[src/rtl/mips_pkg.sv]
// mips_pkg: shared definitions for the MIPS pipeline stages.
//   - Bit positions inside the 9-bit decoded control bundle
//     {reg_write, mem_to_reg, mem_read, mem_write, branch, alu_src,
//      reg_dst, alu_op[1:0]}
//   - alu_op encodings driven into the ALU control decoder
//   - Architectural register $0 index
package mips_pkg;

  localparam int CTRL_W         = 9;
  localparam int CTRL_REG_WRITE = 8;
  localparam int CTRL_MEM_TO_REG = 7;
  localparam int CTRL_MEM_READ  = 6;
  localparam int CTRL_MEM_WRITE = 5;
  localparam int CTRL_BRANCH    = 4;
  localparam int CTRL_ALU_SRC   = 3;
  localparam int CTRL_REG_DST   = 2;
  localparam int CTRL_ALU_OP_HI = 1;
  localparam int CTRL_ALU_OP_LO = 0;

  typedef enum logic [1:0] {
    ALU_OP_ADD   = 2'b00,
    ALU_OP_SUB   = 2'b01,
    ALU_OP_FUNCT = 2'b10
  } alu_op_e;

  localparam int REG_ZERO = 0;

endpackage

[src/rtl/id_ex_stage_hazard_detect.sv]
// hazard_detect: combinational load-use comparator.
// Flags when the instruction in EX is a load whose destination (rt) is
// read by the valid instruction in ID. A load into $0 never hazards.
// Ports:
//   id_valid     in   ID holds a real instruction
//   id_rs/id_rt  in   ID source registers
//   id_uses_rt   in   ID instruction reads rt as a source
//   ex_valid     in   EX holds a real instruction
//   ex_mem_read  in   EX instruction is a load
//   ex_rt        in   EX load destination
//   hazard       out  load-use hazard present
module hazard_detect
  import mips_pkg::*;
#(
  parameter int REG_AW = 5
) (
  input  logic              id_valid,
  input  logic [REG_AW-1:0] id_rs,
  input  logic [REG_AW-1:0] id_rt,
  input  logic              id_uses_rt,
  input  logic              ex_valid,
  input  logic              ex_mem_read,
  input  logic [REG_AW-1:0] ex_rt,
  output logic              hazard
);

  logic ex_load_live;
  logic rs_match;
  logic rt_match;

  always_comb begin
    ex_load_live = ex_valid && ex_mem_read && (ex_rt != REG_AW'(REG_ZERO));
    rs_match     = (ex_rt == id_rs);
    rt_match     = id_uses_rt && (ex_rt == id_rt);
    hazard       = id_valid && ex_load_live && (rs_match || rt_match);
  end

endmodule

[src/rtl/id_ex_stage.sv]
// id_ex_stage: ID/EX pipeline register with load-use stall and flush.
// Captures register-file read data, decoded control, immediate and PC+4
// into the EX-stage register one cycle after ID. A load-use hazard
// holds PC and IF/ID (stall) and sends a bubble into EX; a flush kills
// the ID instruction and takes priority over a stall.
// Ports:
//   clk, rst                 clock, async active-low reset
//   id_valid .. id_ctrl      ID-stage instruction fields
//   read_data1/2             register file read ports
//   flush                    kill the ID instruction this cycle
//   stall                    hold PC and IF/ID (combinational)
//   ex_*                     registered EX-stage fields
//   ex_wreg                  EX destination register (rd or rt)
//   stall_cnt                saturating count of stall cycles
module id_ex_stage
  import mips_pkg::*;
#(
  parameter int DATA_W = 32,
  parameter int REG_AW = 5,
  parameter int CNT_W  = 16
) (
  input  logic              clk,
  input  logic              rst,
  input  logic              id_valid,
  input  logic [REG_AW-1:0] id_rs,
  input  logic [REG_AW-1:0] id_rt,
  input  logic [REG_AW-1:0] id_rd,
  input  logic              id_uses_rt,
  input  logic [DATA_W-1:0] read_data1,
  input  logic [DATA_W-1:0] read_data2,
  input  logic [DATA_W-1:0] id_imm,
  input  logic [DATA_W-1:0] id_pc4,
  input  logic [CTRL_W-1:0] id_ctrl,
  input  logic              flush,
  output logic              stall,
  output logic              ex_valid,
  output logic [REG_AW-1:0] ex_rs,
  output logic [REG_AW-1:0] ex_rt,
  output logic [REG_AW-1:0] ex_rd,
  output logic [DATA_W-1:0] ex_a,
  output logic [DATA_W-1:0] ex_b,
  output logic [DATA_W-1:0] ex_imm,
  output logic [DATA_W-1:0] ex_pc4,
  output logic [CTRL_W-1:0] ex_ctrl,
  output logic [REG_AW-1:0] ex_wreg,
  output logic [CNT_W-1:0]  stall_cnt
);

  logic hazard;

  hazard_detect #(
    .REG_AW (REG_AW)
  ) u_hazard_detect (
    .id_valid    (id_valid),
    .id_rs       (id_rs),
    .id_rt       (id_rt),
    .id_uses_rt  (id_uses_rt),
    .ex_valid    (ex_valid),
    .ex_mem_read (ex_ctrl[CTRL_MEM_READ]),
    .ex_rt       (ex_rt),
    .hazard      (hazard)
  );

  // A flush already discards the ID instruction, so holding IF/ID for it
  // would only re-present a killed instruction.
  assign stall = hazard && !flush;

  assign ex_wreg = ex_ctrl[CTRL_REG_DST] ? ex_rd : ex_rt;

  always_ff @(posedge clk or negedge rst) begin
    if (!rst) begin
      ex_valid  <= 1'b0;
      ex_rs     <= '0;
      ex_rt     <= '0;
      ex_rd     <= '0;
      ex_a      <= '0;
      ex_b      <= '0;
      ex_imm    <= '0;
      ex_pc4    <= '0;
      ex_ctrl   <= '0;
      stall_cnt <= '0;
    end else if (flush || stall) begin
      // Bubble: zero control guarantees no write/load/store downstream.
      ex_valid <= 1'b0;
      ex_rs    <= '0;
      ex_rt    <= '0;
      ex_rd    <= '0;
      ex_a     <= '0;
      ex_b     <= '0;
      ex_imm   <= '0;
      ex_pc4   <= '0;
      ex_ctrl  <= '0;
      if (stall && (stall_cnt != '1)) begin
        stall_cnt <= stall_cnt + 1'b1;
      end
    end else begin
      ex_valid <= id_valid;
      ex_rs    <= id_rs;
      ex_rt    <= id_rt;
      ex_rd    <= id_rd;
      ex_a     <= read_data1;
      ex_b     <= read_data2;
      ex_imm   <= id_imm;
      ex_pc4   <= id_pc4;
      ex_ctrl  <= id_valid ? id_ctrl : '0;
    end
  end

endmodule

[config.mk]
export PLATFORM = sky130hd
export DESIGN_NAME = id_ex_stage
export DESIGN_NICKNAME = d
export VERILOG_FILES = /design/src/rtl/mips_pkg.sv /design/src/rtl/id_ex_stage_hazard_detect.sv /design/src/rtl/id_ex_stage.sv
export SDC_FILE = /design/constraint.sdc
export NUM_CORES = 1
export LEC_CHECK = 0
export BUFFER_PORTS_ARGS = -buffer_cell sky130_fd_sc_hd__buf_2
export CORE_MARGIN = 5
export CORE_UTILIZATION = 39
export CTS_CLUSTER_SIZE = 25
export DETAILED_ROUTE_END_ITERATION = 7
export HOLD_SLACK_MARGIN = 0.02
export PLACE_DENSITY = 0.8
export SLEW_MARGIN = 20
export SYNTH_ARGS = -nofsm -noshare
export SYNTH_HDL_FRONTEND = slang
export SYNTH_HIERARCHICAL = 1
export SYNTH_SLANG_ARGS = --single-unit
[constraint.sdc]
create_clock -name clk -period 2 [get_ports clk]
set_input_delay 0.4 -clock clk [delete_from_list [all_inputs] [get_ports clk]]
set_output_delay 0.4 -clock clk [all_outputs]
set_load 0.05 [all_outputs]
* Yosys cells after proc, flatten, opt, wreduce, memory -nomap -nowiden
Cells that the tools add are included. W data, S select, Z words.
Word-level totals: output and inout port bits 175, flip-flop bits (word level) 169, input port bits 157
Operators by class: equal/unequal tests 3, reductions and logical operators 12, add/subtract/negate cells 1, muxes and demuxes 11
Operator list (count):
- $mux W32 | 4
- $mux W5 | 4
- $mux W9 | 2
- $add A16 B1 Y16 const B | 1
- $ne A16 B16 Y1 const B | 1
- $eq A5 B5 Y1 | 2
- $logic_and A1 B1 Y1 | 7
- $reduce_bool A5 Y1 | 1
- $logic_or A1 B1 Y1 | 2
- $reduce_and A2 Y1 | 1
- $logic_not A1 Y1 | 1
- $mux W1 | 1

* Longest topological paths before layout
word-level depth 7, depth in mapped cells 9, gate-level depth less buffers 9

* By module
Netlist, hierarchy kept.
By module, submodules not included:
- id_ex_stage | cells an instance 401, sequential area each 4229.1 sq um, instances 1, area an instance 5713.0 sq um
- hazard_detect | cells an instance 17, sequential area each 0.0 sq um, instances 1, area an instance 130.1 sq um

* Worst setup path before layout
Ideal clock, no wire load.
path type register to register, from register ex_rt[2], to register stall_cnt[15], period minus slack after synthesis 2.361 ns, required time 1.918 ns, setup time 0.082 ns, path slack -0.361 ns, buffers on the path 0, cell stages (with the launch flop) 10, data arrival time 2.279 ns, cells stage by stage dfrtp_1 -> xor2_1 -> nor4_1 -> nand3_1 -> a21oi_1 -> nand2b_1 -> inv_2 -> nand4_1 -> nor3_1 -> xor2_1
Between the ends: cells in the longest elaborated chain, start to end 7
RTL lines:
- start, declared | RTL line id_ex_stage.sv:38 | output logic [REG_AW-1:0] ex_rt,
- start signal, assigned | RTL line id_ex_stage.sv:99 | ex_rt <= id_rt;
- $eq A5 B5 Y1 or $reduce_bool A5 Y1 (tied branches) | RTL line id_ex_stage_hazard_detect.sv:34, id_ex_stage_hazard_detect.sv:32
- $logic_and A1 B1 Y1, on equally long branches | RTL line id_ex_stage_hazard_detect.sv:34, id_ex_stage_hazard_detect.sv:32
- $logic_or A1 B1 Y1 or $logic_and A1 B1 Y1 (tied branches) | RTL line id_ex_stage_hazard_detect.sv:35 | hazard = id_valid && ex_load_live && (rs_match || rt_match);
- $logic_and A1 B1 Y1 (*) | RTL line id_ex_stage_hazard_detect.sv:35
- via hazard | RTL line id_ex_stage.sv:49 | logic hazard;
- $logic_and A1 B1 Y1 (*) | RTL line id_ex_stage.sv:66 | assign stall = hazard && !flush;
- via stall | RTL line id_ex_stage.sv:35 | output logic stall,
- $logic_or A1 B1 Y1 or $logic_and A1 B1 Y1 (tied branches) | RTL line id_ex_stage.sv:82, id_ex_stage.sv:93
- $reduce_and A2 Y1 (no source line) (*)
- end signal, assigned | RTL line id_ex_stage.sv:94 | stall_cnt <= stall_cnt + 1'b1;
- end, declared | RTL line id_ex_stage.sv:46 | output logic [CNT_W-1:0] stall_cnt
The timed path passes the listed nets; every way through them passes the cells marked *. A chain may end at the register's enable or synchronous reset.

* Worst setup path in the final report
from register ex_rt[1], to output port stall
Between the ends: cells in the longest elaborated chain, start to end 5
RTL lines (RTL line):
- $eq A5 B5 Y1 or $reduce_bool A5 Y1 (tied branches) | id_ex_stage_hazard_detect.sv:34, id_ex_stage_hazard_detect.sv:32
- $logic_and A1 B1 Y1, on equally long branches | id_ex_stage_hazard_detect.sv:34, id_ex_stage_hazard_detect.sv:32
- $logic_or A1 B1 Y1 or $logic_and A1 B1 Y1 (tied branches) | id_ex_stage_hazard_detect.sv:35
- $logic_and A1 B1 Y1 (*) | id_ex_stage_hazard_detect.sv:35
- via hazard | id_ex_stage.sv:49
- $logic_and A1 B1 Y1 (*) | id_ex_stage.sv:66
- end, declared | id_ex_stage.sv:35
Marks and branches as above.

==> impl_results.md <==
- Total Wirelength: 18.86 mm
- Unrepaired setup endpoints after global routing: true
- Fin crit share: 1.212
- Grt met1 use: 0.2398
- Routability Congestion: 0.8234
- TritonCTS buffer count: 17
- CP Max Fanout: 2
- GRT Overall Usage: 0.2135
- Total power: 8284 uW
- Synth cell types: 27
- Max-cap check violation count: 0
- Highest clock rate: 0.4126 GHz
- Post-Route Utilization: 0.6808
- Final nets: 987
- Worst-path clk slew: 0.06 ns
- Initial DRC Count: 141
- Share of the yosys chip area belonging to registers: 0.7238
- Critical Path AT: 2.02 ns
- WL/cell: 18.40 microns
- Half-perimeter wire length after placement: 12.49 mm
- Dpl ws: -0.3678 ns
- R2r worst-path depth: 11
- Initial Util: 0.4005
- Met2 Track Usage GR: 0.3709
- Residual DRC: 0
- Compound-Gate Fraction of Synth Area: 0.002355
- Syn Nets: 576
- Port Buffers: 331
- Hold path depth: 2
- Mean Syn Cell Area: 13.98 sq um
- Area delta synth->final: 69.98%
- Rel. slew slack: 0.5361
- Clock Sinks: 169
- Die height: 132.4 microns
- Clk buf depth: 2
- Most frequent cells in the layout: buf_2 (327), dfrtp_1 (163), and2_4 (89)
- First-pass GRT wire length: 28.69 mm
- R2R Path Start: ex_rt[1]
- Startpoint Class: register
- Run status: finished, violations left
- Die footprint: 17530 sq um
- Hold crit path type: input pin to register
- Static leakage: 0.005437 uW
- Delay-heaviest family, CP: simple AND/OR/NAND/NOR gates
- Crit Path Class: register to output pin
- Power Density: 834.1 nW/um^2
- Initial DRT Pass Iterations: 4
- Fin. Hold Viols: 0
- Worst Min Path Start: id_pc4[27]
- Most common cell after layout, fill and taps aside: buf_2
- DR vias/cell: 4.585
- Grt met3 use: 0.07672
- Max rail drop VDD: 585.8 uV
- # fillers: 999
- Simple-gate share of the synthesized area: 0.2101
- Crit-path max cell delay: 0.43 ns
- Die width: 132.4 microns
- Htree depth: 4
- Failing checks: setup timing
- Critical-path top delay cell: dfrtp_2
- Initial antenna violation count: 1
- Hold path endpoint: ex_pc4[27]
- IO Pins: 332
- Grt ovf: 0
- WP data required: 1.60 ns
- CP bufs+invs: 2
- Worst-Margin Slew: 0.6933 ns
- Final Max Slew Viols: 0
- Fin Setup TNS: -34.60 ns
- Final worst slack: -0.4238 ns
- Gr busiest metal: met2
- Largest net degree at the start of global routing: 57
- Number of global-route vias before repair: 5191
- Yosys warnings: 6
- Share of cells above drive strength 1: 0.6742
- CP Capture Type: output pin
- Post-Synth Adder-Cell Area: 0.002141
- Synth Cell Area: 5843 sq um
- CTS tree: built
- Post-Synth XOR/XNOR Area: 0.03747
- ANT nets after route: 0
- Worst r2r dst: stall_cnt[14]
- Clock Tree Root: clkbuf_16
- Ant diodes: 0
- Multiplexer share of the synthesized area: 0.01156
- #FFs+latches synth: 169
- Clk_skew: 0.008579 ns
- Rows: 44
- Largest family of logic cells by synthesized area: simple AND/OR/NAND/NOR gates
- Core area: 14590 sq um
- Via count: 4700
- CP cell instances: xor2_2 -> nor4_4 -> nand3_1 -> a21oi_2 -> nand2b_1 -> inv_4 -> buf_8
- R2R Setup Slk: -0.36 ns
- Crit path time final: 2.424 ns
- Final setup vio count: 166
- Gate Count Post-Synth: 418
- Worst skew pair latency: 0.42 ns
==> how the worst max path moves through the flow <==
stage,from,to,slack (ns),cells after the start
after global placement,id_rt[2],stall,-0.21,8
after global routing,ex_rt[2],stall,-0.53,7
after CTS,ex_rt[1],stall,-0.45,7
final,ex_rt[1],stall,-0.42,7
after floorplan,ex_rt[2],stall_cnt[13],-0.14,9
after detailed placement,id_rt[2],stall_cnt[13],-0.37,10
==> synth_stat cells <==
library cell | number | area share
nor3b_1 | 1 | 0.0013
clkbuf_1 | 16 | 0.010
mux2_1 | 1 | 0.0019
nand2_1 | 5 | 0.0032
nor4_1 | 2 | 0.0021
a21oi_1 | 1 | 0.00086
mux2_2 | 5 | 0.0096
or4_1 | 1 | 0.0013
nand3_1 | 5 | 0.0043
or2_4 | 1 | 0.0015
and2_1 | 145 | 0.16
ha_1 | 1 | 0.0021
xor2_1 | 22 | 0.033
and4_1 | 2 | 0.0030
nor2_1 | 3 | 0.0019
nor3_1 | 9 | 0.0077
o2111ai_1 | 1 | 0.0015
xnor2_1 | 3 | 0.0045
inv_2 | 1 | 0.00064
buf_2 | 2 | 0.0017
nor4_2 | 4 | 0.0086
and3_1 | 10 | 0.011
dfrtp_1 | 169 | 0.72
nand2b_1 | 1 | 0.0011
nand4_1 | 5 | 0.0054
nand3_2 | 1 | 0.0017
nor2_2 | 1 | 0.0011
==> through the flow <==
step                hold WS [ns]  area, sq um  cells
floorplan                 0.1044         5947    418
global route              0.1670         9932   1025
CTS                       0.1678         9741   1017
finish                    0.1822         9932   1025
global placement          0.4055         8020    945
detailed placement        0.4099         8020    945
==> state kept, by name (all words and copies together), names as in the netlist <==
register,flops
ex_pc4,32
ex_imm,32
stall_cnt,16
ex_ctrl,9
ex_b,32
ex_rs,5
ex_valid,1
ex_rd,5
ex_a,32
ex_rt,5
==> where the power goes <==
part	total (uW)	leakage (uW)	switching [uW]	internal, uW
clock	3100	0.000264	1380	1720
sequential	3620	0.00219	49.9	3570
combinational	1560	0.00298	961	602
==> cell families (layout without fill, tap and decap cells) <==
family	Yosys count	after routing
multiplexers	6	6
adder cells (fa/ha/maj)	1	1
AO/OA/AOI/OAI	2	2
XOR/XNOR	25	25
AND/OR/NAND/NOR	196	196
buffers and inverters	19	442
flip-flops	169	169
==> routing by layer <==
| layer | wire [microns] | vias up | part of all wire |
|---|---|---|---|
| met5 | 13 | - | 0.00069 |
| met4 | 527 | 2 | 0.028 |
| met3 | 1695 | 46 | 0.090 |
| met2 | 9889 | 245 | 0.52 |
| met1 | 6735 | 2247 | 0.36 |
| li1 | - | 2160 | - |
==> area by class of cell <==
| class | count | area (sq um) | share of cell area |
|---|---|---|---|
| Multi-Input combinational cell | 230 | 1976 | 0.1989 |
| Sequential cell | 169 | 4237 | 0.4266 |
| Timing Repair Buffer | 410 | 2934 | 0.2954 |
| Clock inverter | 13 | 120.1 | 0.01209 |
| Tap cell | 184 | 230.2 | 0.02318 |
| Inverter | 1 | 6.256 | 0.0006299 |
| Clock buffer | 18 | 429.2 | 0.04321 |
==> repair_timing <==
action,4_1_cts,5_1_grt
hold buffers,1,0
cloned,18,1
endpoints found under the setup margin,166,172
pin swaps,57,7
hold endpoints to repair,48,0
gates resized for setup,142,32
buffers inserted,22,8
Note: power is estimated with default switching activity, not from simulation.
